### config.mk
export PLATFORM = sky130hd
export DESIGN_NAME = energy_threshold_gen
export DESIGN_NICKNAME = d
export VERILOG_FILES = /design/src/rtl/energy_threshold_gen.sv
export SDC_FILE = /design/constraint.sdc
export NUM_CORES = 1
export LEC_CHECK = 0
export ABC_AREA = 1
export BUFFER_PORTS_ARGS = -buffer_cell sky130_fd_sc_hd__buf_2
export CAP_MARGIN = 10
export CORE_MARGIN = 3
export CORE_UTILIZATION = 64
export CTS_CLUSTER_DIAMETER = 40
export DETAILED_ROUTE_END_ITERATION = 12
export PLACE_DENSITY = 0.91
export RECOVER_POWER = 100
export REMOVE_ABC_BUFFERS = 1
export SLEW_MARGIN = 15
export SYNTH_ARGS = -nofsm -noshare
export SYNTH_HDL_FRONTEND = slang
export SYNTH_SLANG_ARGS = --single-unit
### constraint.sdc
create_clock -name clock -period 12.5 [get_ports clock]
set_input_delay 0.625 -clock clock [delete_from_list [all_inputs] [get_ports clock]]
set_output_delay 0.625 -clock clock [all_outputs]
set_load 0.02 [all_outputs]
### src/rtl/energy_threshold_gen.sv
// Windowed sum-of-squares energy with a noise threshold learned over the first calibration windows.
// Optional ADAPT_TH_EN: after calibration, TH tracks quiet windows as an exponential average.
module energy_threshold_gen #(
  parameter int SAMPLE_W    = 16,
  parameter int LOG2_WIN    = 10,
  parameter int LOG2_INIT   = 3,
  parameter int ALPHA_SHIFT = 4
) (
  input  logic                       clock,
  input  logic                       reset,
  input  logic signed [SAMPLE_W-1:0] sampleIn,
  input  logic                       sampleValid,
  input  logic                       eventDetected,
  output logic [63:0]                energy,
  output logic                       energyValid,
  output logic [63:0]                TH,
  output logic                       initDone
);

  if ((2*SAMPLE_W + LOG2_WIN + LOG2_INIT > 64) || (ALPHA_SHIFT >= 64)) begin : g_badConfig
    $error("energy_threshold_gen: accumulators would not fit in 64 bits");
  end

  typedef enum logic {ST_INIT, ST_RUN} state_t;

  state_t                       r_state;
  state_t                       w_nextState;
  logic [LOG2_WIN-1:0]          r_sampleCnt;
  logic [LOG2_INIT-1:0]         r_winCnt;
  logic [63:0]                  r_acc;
  logic [63:0]                  r_initAcc;

  logic signed [2*SAMPLE_W-1:0] w_sampleExt;
  logic signed [2*SAMPLE_W-1:0] w_prod;
  logic [63:0]                  w_square;
  logic [63:0]                  w_newEnergy;
  logic [63:0]                  w_initSum;
  logic [63:0]                  w_thInit;
  logic [63:0]                  w_thNext;
  logic                         w_windowEnd;
  logic                         w_lastInit;

  // Sign-extend before multiplying so the most negative sample squares to a positive value.
  assign w_sampleExt = {{SAMPLE_W{sampleIn[SAMPLE_W-1]}}, sampleIn};
  assign w_prod      = w_sampleExt * w_sampleExt;
  assign w_square    = 64'($unsigned(w_prod));
  assign w_newEnergy = r_acc + w_square;
  assign w_initSum   = r_initAcc + w_newEnergy;
  assign w_thInit    = w_initSum >> LOG2_INIT;
  assign w_windowEnd = sampleValid && (r_sampleCnt == '1);
  assign w_lastInit  = (r_winCnt == '1);

`ifdef ADAPT_TH_EN
  logic [63:0] w_thAdapt;
  assign w_thAdapt = TH - (TH >> ALPHA_SHIFT) + (w_newEnergy >> ALPHA_SHIFT);
`else
  logic w_unusedEvent;
  assign w_unusedEvent = eventDetected;
`endif

  always_comb begin
    w_nextState = r_state;
    w_thNext    = TH;
    if (w_windowEnd) begin
      if (r_state == ST_INIT) begin
        if (w_lastInit) begin
          w_nextState = ST_RUN;
          w_thNext    = (w_thInit == 64'd0) ? 64'd1 : w_thInit;
        end
      end
`ifdef ADAPT_TH_EN
      else if (!eventDetected) begin
        w_thNext = (w_thAdapt == 64'd0) ? 64'd1 : w_thAdapt;
      end
`endif
    end
  end

  always_ff @(posedge clock) begin
    if (reset) r_state <= ST_INIT;
    else       r_state <= w_nextState;
  end

  always_ff @(posedge clock) begin
    if (reset) begin
      r_sampleCnt <= '0;
      r_winCnt    <= '0;
      r_acc       <= '0;
      r_initAcc   <= '0;
      energy      <= '0;
      energyValid <= 1'b0;
      TH          <= '0;
      initDone    <= 1'b0;
    end else begin
      energyValid <= 1'b0;
      TH          <= w_thNext;
      initDone    <= (w_nextState == ST_RUN);
      if (sampleValid) begin
        if (w_windowEnd) begin
          energy      <= w_newEnergy;
          energyValid <= 1'b1;
          r_acc       <= '0;
          r_sampleCnt <= '0;
          if (r_state == ST_INIT) begin
            r_initAcc <= w_lastInit ? 64'd0 : w_initSum;
            r_winCnt  <= r_winCnt + 1'b1;
          end
        end else begin
          r_acc       <= w_newEnergy;
          r_sampleCnt <= r_sampleCnt + 1'b1;
        end
      end
    end
  end

endmodule
==> results.cfg, run 1 <==
[timing]
period_share_pct = 89.0
finalCriticalPeriod_ns = 11.12
final_hold_viol_count = 0
max_slew_margin_pct = -118
fin_tns_setup_ns = 0
skew_ns = 0.0146
rsz0062_at_grt = no
tightest_slew_ns = 3.27
slew_violations = 269
fmax_mhz = 89.9
finalSetupViolations = 0

[clock_network]
cts_setup_buffers = 0
clk_latency_ns = 0.54
clockBufferDepth = 3
cts.htree.levels = 2
cts_tree = built
cts_resized = 0
root_buffer = clkbuf_16
clk_pin_slew_ns = 0.06
cts_hold_buf = 0
cts_made_buffers = 38
numClockSinks = 268

[die]
start_util_pct = 65.7
die_x_um = 212
core_um2 = 41500
core.rowCount = 74
die_area_um2 = 45100
die_y_um = 212
ioPinCount = 150

[synthesis]
synth.area.top_cells = dfxtp_1 (20%), nand2_1 (18%), fa_1 (17%)
synth_area_um2 = 27300
synth_cell_types = 54
synthFlopType = dfxtp_1
synth_top_area_cell = dfxtp_1
synthArstFlopShare_pct = 0
syn-instance-count = 4075
synth_seq_cells = 268
yosysTopAreaCellShare_pct = 19.7
syn_avg_cell_area_um2 = 6.69
yosysWarnings = 0
ys_seq_area_share_pct = 19.7
synth_edf_count = 0

[placement]
gp_congestion = 1.03
portBuffers = 145
dp_hpwl_mm = 64.9

[finish]
final_common_cell = nand2_1
syn2layout_area_growth_pct = 7.36
nNetsFinal = 4612
layout_common_cells = nand2_1 (1323), inv_1 (832), a21oi_1 (323)
drive_above_1_share_pct = 2.36
n_fill_cell = 3575

[critical_path]
crit_path_max_incr_delay_ns = 0.77
path_max_fanout = 17
worst_setup_path_start_kind = primary input
cp.required_ns = 12.97
crit_arrival_ns = 11.59
r2r_cells = 27
r2r_setup_slack_ns = 6.41
r2r_start = r_acc[0]
crit_end = TH[0]
critPathKind = primary input to flip-flop
reg2reg_to = TH[0]
endpoint_kind = flip-flop
startpoint = sampleIn[0]
cp_common_cell = nand2_1
crit_path_top_delay_cell = clkbuf_1

[route]
ant_nets = 0
first_pass_iters = 8
vias = 26100
avgViaCountPerCell = 5.53
wl_mm = 80.0
post_drt_wl_per_cell_um = 16.9
initialDrtViolationCount = 2798
drc = 0

[global_route]
grt_max_degree = 88
grt_pass1_wl_mm = 128
antenna_found_initial = 0
overflow = 0
grtUsageTotal_pct = 35.6
grt_pass1_vias = 25100

[flow_run]
maxCapViolations = 5

[run_status]
status = finished with violations
violations = max-capacitance violations, max-slew violations

[min_path]
min_path_type = primary input to flip-flop
hold_depth = 2
[sequential cells by signal, summed over array words and instances (netlist names)]
register	flops
initDone	1
energy	64
r_winCnt	3
r_acc	64
TH	61
energyValid	1
r_initAcc	64
r_sampleCnt	10
[final cells by class]
| class | instances | area, µm² | area share [%] |
|---|---|---|---|
| Sequential cell | 268 | 5370 | 18.3 |
| Clock buffer | 45 | 1010 | 3.45 |
| Multi-Input combinational cell | 2863 | 18300 | 62.4 |
| Antenna cell | 1 | 2.50 | 0.00855 |
| Clock inverter | 20 | 208 | 0.710 |
| Tap cell | 532 | 666 | 2.27 |
| Timing Repair Buffer | 155 | 617 | 2.11 |
| Inverter | 838 | 3150 | 10.7 |
[worst min path at each step]
stage	endpoint	slack, ns	start
global placement	energy[52]	0.44	energy[52]
global route	r_sampleCnt[0]	0.40	sampleValid
detailed placement	energy[56]	0.44	energy[56]
floorplan	r_winCnt[0]	0.43	r_winCnt[0]
CTS	r_sampleCnt[0]	0.38	sampleValid
finish	r_sampleCnt[0]	0.41	sampleValid
[worst max-delay path, delay by kind of cell]
kind	cells	cell delay [ns]
AOI/OAI and AO/OA	7	1.97
xor gates and xnor gates	1	0.60
adders and majority gates	9	3.41
buffers and inverters	9	1.28
and+or+nand+nor	25	3.67
[synthesized netlist by cell type, drive strengths merged, types with 2 or more instances]
library cell  instances
and2                  2
a21oi               323
o21ai                82
or2                   6
o21a                  3
ha                  190
a22o                 39
a31oi                11
nor4                 12
o2111ai               2
inv                 837
buf                  23
nand2              1323
nor3b                 2
nand3                95
or3                   2
xor2                 82
nor3                 44
and3                  3
a21boi                4
xnor2                32
nand3b               20
a21o                 12
fa                  238
clkbuf               85
dfxtp               268
o211ai                3
o21bai               22
a211oi                3
nor2                265
nand4                34
[per-stage QoR]
step	setup slack [ns]	instance area [µm²]	hold slack [ns]	utilization, %	instances
2_1_floorplan	3.95	26800	0.428	-	3969
3_3_place_gp	1.53	28300	0.444	68.2	4656
3_5_place_dp	1.45	28300	0.437	68.2	4656
4_1_cts	1.90	29500	0.378	71.1	4721
5_1_grt	0.497	29300	0.404	70.6	4721
6_report	1.38	29300	0.409	70.6	4722
[layer usage]
metal | vias up | routed length [µm] | GRT usage (%)
met5 | - | 0 | 0
met4 | 0 | 3990 | 14.9
met3 | 226 | 8160 | 6.82
met2 | 1219 | 34700 | 55.4
met1 | 12000 | 33100 | 48.8
li1 | 12600 | - | -
[cell families after synthesis]
family,share of synthesized area [%]
other,0.0138
flip-flops,19.7
buffers and inverters,13.3
adder cells (fa/ha/maj),26.2
XOR/XNOR,3.66
AND/OR/NAND/NOR,26.6
AO/OA/AOI/OAI,10.6
Power of run 1 is left out: the tool's default activity adds up to more than one toggle a clock period on the data nets, which glitch-free logic cannot reach.
==> run 2, diff against run 1 <==
ABC_AREA = default   (was 1)
CORE_UTILIZATION = 63   (was 64)
PLACE_DENSITY = 0.9   (was 0.91)
==> results.cfg, run 2 <==
[global_route]
grt_max_degree = 97
grt_pass1_vias = 22500
antenna_found_initial = 0
grtUsageTotal_pct = 32.8
overflow = 0
grt_pass1_wl_mm = 112

[synthesis]
syn_avg_cell_area_um2 = 8.11
synth_area_um2 = 25000
synth.area.top_cells = dfxtp_1 (21%), fa_1 (19%), ha_1 (9.5%)
synthFlopType = dfxtp_1
synth_seq_cells = 268
yosysTopAreaCellShare_pct = 21.4
synthArstFlopShare_pct = 0
ys_seq_area_share_pct = 21.4
syn-instance-count = 3088
synth_cell_types = 90
synth_top_area_cell = dfxtp_1
synth-compound-area-share_pct = 17.6
synthMuxAreaShare_pct = 0.125
post_synth_fa_ha_maj_area_fraction_pct = 28.5
synth-simple-area-share_pct = 18.9
yosysWarnings = 0
netlist_top_cells_count = nand2_1 (386), inv_1 (352), nor2_1 (325)
synth_xor_area_share_pct = 5.49
synth_edf_count = 0
synth_top_family_by_area = adder cells
synth.most_common_cell = nand2_1

[critical_path]
r2r_cells = 10
crit_end = TH[0]
path_depth = 47
reg2reg_to = r_initAcc[60]
cpLargestDelayFamily = compound AO/OA/AOI/OAI gates
crit_arrival_ns = 12.56
endpoint_kind = flip-flop
startpoint = sampleIn[4]
r2r_setup_slack_ns = 5.53
worst_setup_path_start_kind = primary input
crit_path_top_delay_cell = fa_1
cp.required_ns = 12.97
crit_buf_inv = 8
critPathKind = primary input to flip-flop
r2r_start = r_sampleCnt[4]
path_max_fanout = 15
crit_path_max_incr_delay_ns = 0.59

[clock_network]
cts_tree = built
cts_made_buffers = 36
root_buffer = clkbuf_16
numClockSinks = 268
clk_pin_slew_ns = 0.06
clk_latency_ns = 0.53
cts_hold_buf = 0
clockBufferDepth = 3
cts.htree.levels = 2

[timing]
final_hold_viol_count = 0
max_slew_margin_pct = -156
finalCriticalPeriod_ns = 12.09
fin_ws_ns = 0.408
tightest_slew_ns = 3.84
period_share_pct = 96.7
rsz0062_at_grt = no
skew_ns = 0.0181
slew_violations = 332
fmax_mhz = 82.7
finalSetupViolations = 0
fin_tns_setup_ns = 0

[route]
avgViaCountPerCell = 6.12
ant_nets = 0
vias = 22700
post_drt_wl_per_cell_um = 19.0
drc = 0
initialDrtViolationCount = 1906
first_pass_iters = 6
wl_mm = 70.5

[finish]
multi_input_area_um2 = 17700
syn2layout_area_growth_pct = 8.49
regArea_um2 = 5370
diodes = 0
nNetsFinal = 3614
layout_common_cells = nand2_1 (386), inv_1 (352), nor2_1 (324)
final_common_cell = nand2_1
top_regs = energy: 64 flops, r_acc: 64 flops, r_initAcc: 64 flops
drive_above_1_share_pct = 4.48
n_fill_cell = 3097

[min_path]
min-delay-start = TH[6]
min_path_type = flip-flop to flip-flop
hold_depth = 2

[die]
start_util_pct = 64.3
die_x_um = 205
die_y_um = 205
core_um2 = 38900
ioPinCount = 150
die_area_um2 = 42200
core.rowCount = 72

[run_status]
violations = max-capacitance violations, max-slew violations
status = finished with violations

[placement]
preCtsSetupSlack_ns = -0.0345
portBuffers = 145
dp_hpwl_mm = 55.0
gp_congestion = 0.953

[flow_run]
maxCapViolations = 6
==> run 2: through the flow <==
step	util (%)	instances	area, µm²	hold slack [ns]
floorplan	-	2939	24400	0.430
global placement	67.2	3645	26100	0.437
detailed placement	67.2	3645	26100	0.444
CTS	70.5	3708	27400	0.452
global route	69.8	3709	27200	0.472
finish	69.8	3709	27200	0.455
==> run 2: how the worst min path moves through the flow <==
stage	to
after CTS	TH[27]
after global routing	TH[27]
after detailed placement	TH[27]
final	TH[6]
after global placement	TH[49]
after floorplan	r_initAcc[0]
==> run 2: kinds of logic after synthesis <==
group / after synthesis
adder cells (fa/ha/maj): 428
flip-flops: 268
multiplexers: 3
other: 1
AO/OA/AOI/OAI: 673
XOR/XNOR: 157
AND/OR/NAND/NOR: 1052
buffers and inverters: 506
==> run 2: metal layers <==
layer	vias up	GRT usage (%)	routed length, µm
met5	-	0	0
met4	0	14.1	3000
met3	225	5.41	5730
met2	1074	54.8	33700
met1	10900	42.3	28100
li1	10500	-	-
==> run 2: layout make-up <==
| cell class | count | share of cell area [%] |
|---|---|---|
| tap | 518 | 2.39 |
| sequential | 268 | 19.7 |
| clock inverter | 19 | 1.06 |
| clock buffer | 44 | 3.69 |
| inverter | 355 | 4.90 |
| timing repair buffer | 189 | 3.04 |
| multi-input combinational | 2316 | 65.2 |
==> run 2: repair_timing <==
| item | in CTS | in global routing |
|---|---|---|
| buffers inserted | 0 | 1 |
| setup endpoints to repair | 0 | 10 |
| resized for setup | 0 | 9 |
==> run 2: worst register-to-register path: stages, from the launching register on <==
cell,delay (ns)
dfxtp_1,0.37
and4_1,0.26
and3_1,0.21
and3_1,0.26
and3_1,1.14
nand2b_2,0.13
clkbuf_1,1.43
nor2_4,0.42
clkbuf_1,2.14
a22oi_1,0.27
nor2_1,0.26
Power of run 2 is left out for the same reason.
